===== src/rtl/rand_arbiter_pkg.sv =====
// rtl/rand_arbiter_pkg.sv - shared constants, state encoding and LFSR step function
// Purpose: common definitions for the random-source arbiter.
//   LFSR_RESET_SEED : value forced after reset, after a zero seed, and on lock-up
//   LFSR_TAP_MASK   : feedback taps (bits 7,5,4,3)
//   arb_state_e     : IDLE / STEP / GRANT, 2-bit encoding
//   lfsr_next()     : one Fibonacci shift without zero substitution
package rand_arbiter_pkg;

  localparam logic [7:0] LFSR_RESET_SEED = 8'h0F;
  localparam logic [7:0] LFSR_TAP_MASK   = 8'hB8;

  typedef enum logic [1:0] {
    ST_IDLE  = 2'd0,
    ST_STEP  = 2'd1,
    ST_GRANT = 2'd2
  } arb_state_e;

  function automatic logic [7:0] lfsr_next(input logic [7:0] v);
    return {v[6:0], ^(v & LFSR_TAP_MASK)};
  endfunction

endpackage


===== src/rtl/rand_arbiter_if.sv =====
// rtl/rand_arbiter_if.sv - request/grant bus between game logic and the arbiter
// Purpose: groups the requester handshake, seeding and status signals.
//   req       : level request per requester, held until its ack
//   ack       : one-hot single-cycle grant, rand_out valid alongside it
//   rand_out  : delivered random value, held until the next grant
//   seed_load : load seed (honoured only while not busy)
//   seed      : seed value
//   busy      : arbiter is stepping or granting
// master = game-logic side, slave = arbiter side.
interface rand_arbiter_if #(
  parameter int NUM_REQ = 4
);
  logic [NUM_REQ-1:0] req;
  logic [NUM_REQ-1:0] ack;
  logic [7:0]         rand_out;
  logic               seed_load;
  logic [7:0]         seed;
  logic               busy;

  modport master (
    output req, seed_load, seed,
    input  ack, rand_out, busy
  );

  modport slave (
    input  req, seed_load, seed,
    output ack, rand_out, busy
  );
endinterface


===== src/rtl/rand_lfsr8.sv =====
// rtl/rand_lfsr8.sv - 8-bit Fibonacci LFSR with seeding and lock-up recovery
// Purpose: the shared random source.
//   clk, reset  : clock, asynchronous active-low reset (resets to LFSR_RESET_SEED)
//   step        : advance one position this edge
//   load        : load load_value this edge (a zero value loads LFSR_RESET_SEED)
//   load_value  : seed to load
//   next_value  : value the register takes if it advances on this edge
module rand_lfsr8
  import rand_arbiter_pkg::*;
(
  input  logic       clk,
  input  logic       reset,
  input  logic       step,
  input  logic       load,
  input  logic [7:0] load_value,
  output logic [7:0] next_value
);

  logic [7:0] value_q;

  // A zero register can never shift out of zero, so recovery replaces the shift.
  always_comb begin
    next_value = lfsr_next(value_q);
    if (value_q == 8'h00) begin
      next_value = LFSR_RESET_SEED;
    end
  end

  // Load wins over stepping; zero recovery happens even when not stepping.
  always_ff @(posedge clk or negedge reset) begin
    if (!reset) begin
      value_q <= LFSR_RESET_SEED;
    end else if (load) begin
      value_q <= (load_value == 8'h00) ? LFSR_RESET_SEED : load_value;
    end else if (value_q == 8'h00) begin
      value_q <= LFSR_RESET_SEED;
    end else if (step) begin
      value_q <= next_value;
    end
  end

endmodule


===== src/rtl/rand_arbiter.sv =====
// rtl/rand_arbiter.sv - round-robin arbiter sharing one LFSR among requesters
// Purpose: grants requesters in round-robin order; each grant delivers an LFSR
// value at least MIN_STEPS shifts after the request was sampled.
//   clk, reset : clock, asynchronous active-low reset
//   bus        : rand_arbiter_if slave (req/seed_load/seed in, ack/rand_out/busy out)
// Parameters: NUM_REQ (2..8), MIN_STEPS (1..15), FREE_RUN (1 = LFSR also runs in IDLE).
// The interface instance must be built with the same NUM_REQ.
module rand_arbiter
  import rand_arbiter_pkg::*;
#(
  parameter int NUM_REQ   = 4,
  parameter int MIN_STEPS = 3,
  parameter int FREE_RUN  = 1
) (
  input  logic           clk,
  input  logic           reset,
  rand_arbiter_if.slave  bus
);

  localparam logic [3:0] NREQ     = 4'(NUM_REQ);
  localparam logic [2:0] LAST_IDX = 3'(NUM_REQ - 1);
  localparam logic [3:0] STEPS    = 4'(MIN_STEPS);

  arb_state_e         state_q;
  logic [2:0]         ptr_q;
  logic [2:0]         winner_q;
  logic [3:0]         cnt_q;
  logic [NUM_REQ-1:0] ack_q;
  logic [7:0]         rand_q;

  logic [7:0] req_ext;
  logic [3:0] cand;
  logic [2:0] pick_d;
  logic [7:0] win_onehot;
  logic       lfsr_step;
  logic       lfsr_load;
  logic [7:0] lfsr_next_value;

  // Scan offsets from far to near so the nearest set bit at or after ptr wins.
  always_comb begin
    req_ext = 8'(bus.req);
    cand    = 4'd0;
    pick_d  = ptr_q;
    for (int i = NUM_REQ - 1; i >= 0; i--) begin
      cand = {1'b0, ptr_q} + 4'(i);
      if (cand >= NREQ) begin
        cand = cand - NREQ;
      end
      if (req_ext[cand[2:0]]) begin
        pick_d = cand[2:0];
      end
    end
  end

  assign win_onehot = 8'h01 << winner_q;
  assign lfsr_step  = (state_q == ST_STEP) || ((state_q == ST_IDLE) && (FREE_RUN != 0));
  assign lfsr_load  = (state_q == ST_IDLE) && bus.seed_load;

  rand_lfsr8 u_lfsr (
    .clk        (clk),
    .reset      (reset),
    .step       (lfsr_step),
    .load       (lfsr_load),
    .load_value (bus.seed),
    .next_value (lfsr_next_value)
  );

  always_ff @(posedge clk or negedge reset) begin
    if (!reset) begin
      state_q  <= ST_IDLE;
      ptr_q    <= 3'd0;
      winner_q <= 3'd0;
      cnt_q    <= 4'd0;
      ack_q    <= '0;
      rand_q   <= 8'h00;
    end else begin
      case (state_q)
        ST_IDLE: begin
          // A seeding cycle never samples requests.
          if ((|bus.req) && !bus.seed_load) begin
            winner_q <= pick_d;
            cnt_q    <= STEPS;
            state_q  <= ST_STEP;
          end
        end
        ST_STEP: begin
          cnt_q <= cnt_q - 4'd1;
          if (cnt_q == 4'd1) begin
            state_q <= ST_GRANT;
            rand_q  <= lfsr_next_value;
            // A requester that withdrew gets no ack, but the value is still consumed.
            ack_q   <= win_onehot[NUM_REQ-1:0] & bus.req;
          end
        end
        ST_GRANT: begin
          ack_q   <= '0;
          ptr_q   <= (winner_q == LAST_IDX) ? 3'd0 : winner_q + 3'd1;
          state_q <= ST_IDLE;
        end
        default: begin
          state_q <= ST_IDLE;
        end
      endcase
    end
  end

  assign bus.ack      = ack_q;
  assign bus.rand_out = rand_q;
  assign bus.busy     = (state_q != ST_IDLE);

endmodule


===== src/flat_wrapper.sv =====
// flat-port wrapper written by rule: the top's interface ports become plain ports
module rand_arbiter_flat import rand_arbiter_pkg::*;
#(
  parameter int NUM_REQ   = 4,
  parameter int MIN_STEPS = 3,
  parameter int FREE_RUN  = 1
)
  (clk, reset, bus_req, bus_seed_load, bus_seed, bus_ack, bus_rand_out, bus_busy);
  rand_arbiter_if #(.NUM_REQ(NUM_REQ)) bus_i ();
  input  logic clk;
  input  logic reset;
  input wire logic [$bits(bus_i.req)-1:0] bus_req;
  input wire logic [$bits(bus_i.seed_load)-1:0] bus_seed_load;
  input wire logic [$bits(bus_i.seed)-1:0] bus_seed;
  output wire logic [$bits(bus_i.ack)-1:0] bus_ack;
  output wire logic [$bits(bus_i.rand_out)-1:0] bus_rand_out;
  output wire logic [$bits(bus_i.busy)-1:0] bus_busy;
  assign bus_i.req = bus_req;
  assign bus_i.seed_load = bus_seed_load;
  assign bus_i.seed = bus_seed;
  assign bus_ack = bus_i.ack;
  assign bus_rand_out = bus_i.rand_out;
  assign bus_busy = bus_i.busy;
  rand_arbiter #(.NUM_REQ(NUM_REQ), .MIN_STEPS(MIN_STEPS), .FREE_RUN(FREE_RUN)) u_core (.clk(clk), .reset(reset), .bus(bus_i));
endmodule

===== config.mk =====
export PLATFORM = sky130hd
export DESIGN_NAME = rand_arbiter_flat
export DESIGN_NICKNAME = d
export VERILOG_FILES = /design/src/rtl/rand_arbiter_pkg.sv /design/src/rtl/rand_arbiter_if.sv /design/src/rtl/rand_lfsr8.sv /design/src/rtl/rand_arbiter.sv /design/src/flat_wrapper.sv
export SDC_FILE = /design/constraint.sdc
export NUM_CORES = 1
export LEC_CHECK = 0
export BUFFER_PORTS_ARGS = -buffer_cell sky130_fd_sc_hd__buf_2
export CELL_PAD_IN_SITES_DETAIL_PLACEMENT = 1
export CELL_PAD_IN_SITES_GLOBAL_PLACEMENT = 1
export CORE_ASPECT_RATIO = 1.75
export CORE_MARGIN = 5
export CORE_UTILIZATION = 40
export CTS_BUF_LIST = sky130_fd_sc_hd__clkbuf_8
export DETAILED_ROUTE_END_ITERATION = 12
export GPL_TIMING_DRIVEN = 0
export PLACE_DENSITY = 0.78
export RECOVER_POWER = 50
export SYNTH_ARGS = -nofsm -noshare
export SYNTH_HDL_FRONTEND = slang
export SYNTH_HIERARCHICAL = 1
export SYNTH_SLANG_ARGS = --single-unit

===== constraint.sdc =====
create_clock -name clk -period 4.5 [get_ports clk]
set_clock_uncertainty 0.2 [all_clocks]
set_input_delay 0.9 -clock clk [delete_from_list [all_inputs] [get_ports clk]]
set_output_delay 0.9 -clock clk [all_outputs]
set_load 0.03 [all_outputs]

==> reports/results.tsv <==
metric	value	unit
status	complete, but fails checks	
finalHoldViolations	0	
cts_hold_buf	0	
grt_antenna_before_repair	0	
detailed_place_hpwl	3982	um
syn_area	1953	um^2
hold_path_end	u_core/bus.rand_out[1]	
synth_top_area_cell	dfrtp_1	
syn_to_final_growth	14.22	%
path_clk_slew	60	ps
cp.required	4500	ps
design.core.area	4707	um^2
die_h	102.4	um
synthFlopType	dfrtp_1	
async_reset_ff_share	100.0	%
cts_tree	built	
rows	33	
rr_worst_depth	8	
die_w	62.82	um
drv_slew	33	
ios	28	
routed_wl	5048	um
fin_crit	2850	ps
gr-total-overflow	0	
routedWlPerCell	16.23	um
synthesis.instances	226	
setup_viol_count_final	0	
io_buffers	25	
rsz0062_at_grt	no	
gp_congestion	0.8455	
cts_max_level	2	
die-area	6435	um^2
post_cts.repair.setup_buffers	0	
grt_pass1_vias	1917	
crit_path_frequent_cell	clkbuf_1	
fin_util	47.39	%
p_per_area	731.8	nW/um^2
cts_sinks	32	
min_from	u_core/bus.rand_out[1]	
r2r-start	u_core/ptr_q[0]	
yosysSeqAreaShare	41.26	%
slew_headroom	-17.39	%
critPathCaptureType	register	
firstDrtPassIters	3	
cp-start-kind	register	
arrival	2850	ps
drc	0	
clockRootBuffer	clkbuf_8	
setup_tns	0	ps
initial_utilization	41.49	%
p_leak	0.001058	uW
final.period_utilization	63.33	%
crit_type	reg2reg	
ir_worst_vdd	0.4066	mV
synth_seq_cells	32	
numCtsBuffers	5	
drt-vias-per-instance	5.624	
yosysMostFrequentCell	nand2_1	
synthTopCellsByArea	dfrtp_1 (36%), nand2_1 (8.6%), ha_1 (5.8%)	
clk_latency	290	ps
clk_path_buf_depth	2	
fmax	0.3509	GHz
r2r_end	u_core/winner_q[1]	
violations	capacitance limit, slew limit	
max_stage_delay	410	ps
yosys-top-cells-count	nand2_1 (45), dfrtp_1 (28), o21ai_0 (19)	
grt_util_all_layers	16.91	%
cts-resized-gates	0	
synth_top_area_share	35.87	%
worst_path_max_delay_cell	clkbuf_1	
grt_max_degree	33	
yosysUniqueCellTypes	46	
worstPathMaxFanout	10	
num_vias	1749	
drtIter0Drc	74	
worstHoldPathType	reg2reg	
worst_pin_slew	1761	ps
min_path_cells	2	
synth_warnings	6	
reg2reg_slack	1650	ps
grt_pass1_wl	8721	um
syn_area_per_cell	8.642	um^2
antenna_left	0	
drive_gt1_share	17.76	%
synth_edf_count	0	
syn-num-nets	250	
diodes	0	
crit_chain	clkbuf_1 > inv_1 > ha_1 > clkbuf_1 > mux4_2 > nand3_1 > a221o_1 > a41oi_1	
nNetsFinal	282	
drv_cap	1	
[through the flow]
| step | instance area (um^2) | hold slack (ps) | setup WS, ps | instances | total power [uW] |
|---|---|---|---|---|---|
| global placement | 2143 | 254.3 | 1766 | 303 | 1389 |
| finish | 2231 | 266.6 | 1650 | 311 | 1633 |
| CTS | 2233 | 272.2 | 1742 | 311 | 1653 |
| floorplan | 1953 | 257.6 | 2112 | 226 | 1171 |
| global route | 2231 | 297.7 | 1317 | 311 | 1782 |
| detailed placement | 2143 | 257.0 | 1767 | 303 | 1424 |
[state kept, by name (all words and copies together) (netlist names)]
name	cells
u_core/ptr_q	3
u_core/cnt_q	4
u_core/bus.rand_out	8
u_core/bus.ack	4
u_core/u_lfsr/value_q	8
u_core/state_q	2
u_core/winner_q	3
[worst max-delay path: cells and delay by family, from the launching register on]
kind,cells,cell delay (ps)
buffers and inverters,3,930
AOI/OAI and AO/OA,2,600
DFF,1,360
adders and majority gates,1,310
muxes,1,290
and+or+nand+nor,1,80
[layout by cell type (no fill, tap or decap), types with 3 or more instances in the layout]
| master | count |
|---|---|
| o21ai_1 | 3 |
| dfstp_2 | 4 |
| nor2_1 | 12 |
| buf_2 | 28 |
| clkbuf_1 | 10 |
| nor3_1 | 5 |
| nand3_1 | 10 |
| nand2b_1 | 5 |
| a21oi_1 | 8 |
| nand2_1 | 45 |
| nor2b_1 | 4 |
| inv_1 | 17 |
| clkbuf_8 | 6 |
| dfrtp_1 | 28 |
| mux2i_1 | 6 |
| ha_1 | 9 |
| o21ai_0 | 19 |
[power by group]
part	leakage [uW]	switching [uW]	total, uW	internal [uW]
sequential	0.000396	111	544	433
clock	0.0000538	103	224	120
combinational	0.000608	539	865	326
[kinds of logic after synthesis]
logic type / synth area share [%]
AO/OA/AOI/OAI: 16.53
XOR/XNOR: 0.8970
adder cells (fa/ha/maj): 5.766
buffers and inverters: 5.893
flip-flops: 41.26
multiplexers: 5.958
AND/OR/NAND/NOR: 23.70
[metal layers]
| metal | vias up | wire, um | global-route usage (%) |
|---|---|---|---|
| li1 | 842 | - | - |
| met1 | 875 | 1820 | 15.92 |
| met2 | 24 | 2988 | 35.06 |
| met3 | 8 | 135 | 2.640 |
| met4 | 0 | 104 | 6.863 |
| met5 | - | 0 | 0 |
[layout make-up]
class / count / area (um^2)
buffer: 13 / 53.80
clock buffer: 6 / 82.58
clock inverter: 2 / 7.507
fill: 612 / 2476
inverter: 16 / 60.06
multi-input combinational: 165 / 1032
sequential: 32 / 805.8
tap: 52 / 65.06
timing repair buffer: 25 / 123.9
[worst max path at each step]
stage | start | end | cells after the start
final | u_core/ptr_q[0] | u_core/winner_q[1] | 8
after global placement | u_core/ptr_q[1] | u_core/winner_q[0] | 8
after floorplan | bus_req[0] | u_core/winner_q[0] | 6
after CTS | u_core/ptr_q[1] | u_core/winner_q[0] | 8
after global routing | u_core/ptr_q[0] | u_core/winner_q[0] | 8
after detailed placement | u_core/ptr_q[1] | u_core/winner_q[0] | 8
(Power assumes the default switching activity.)
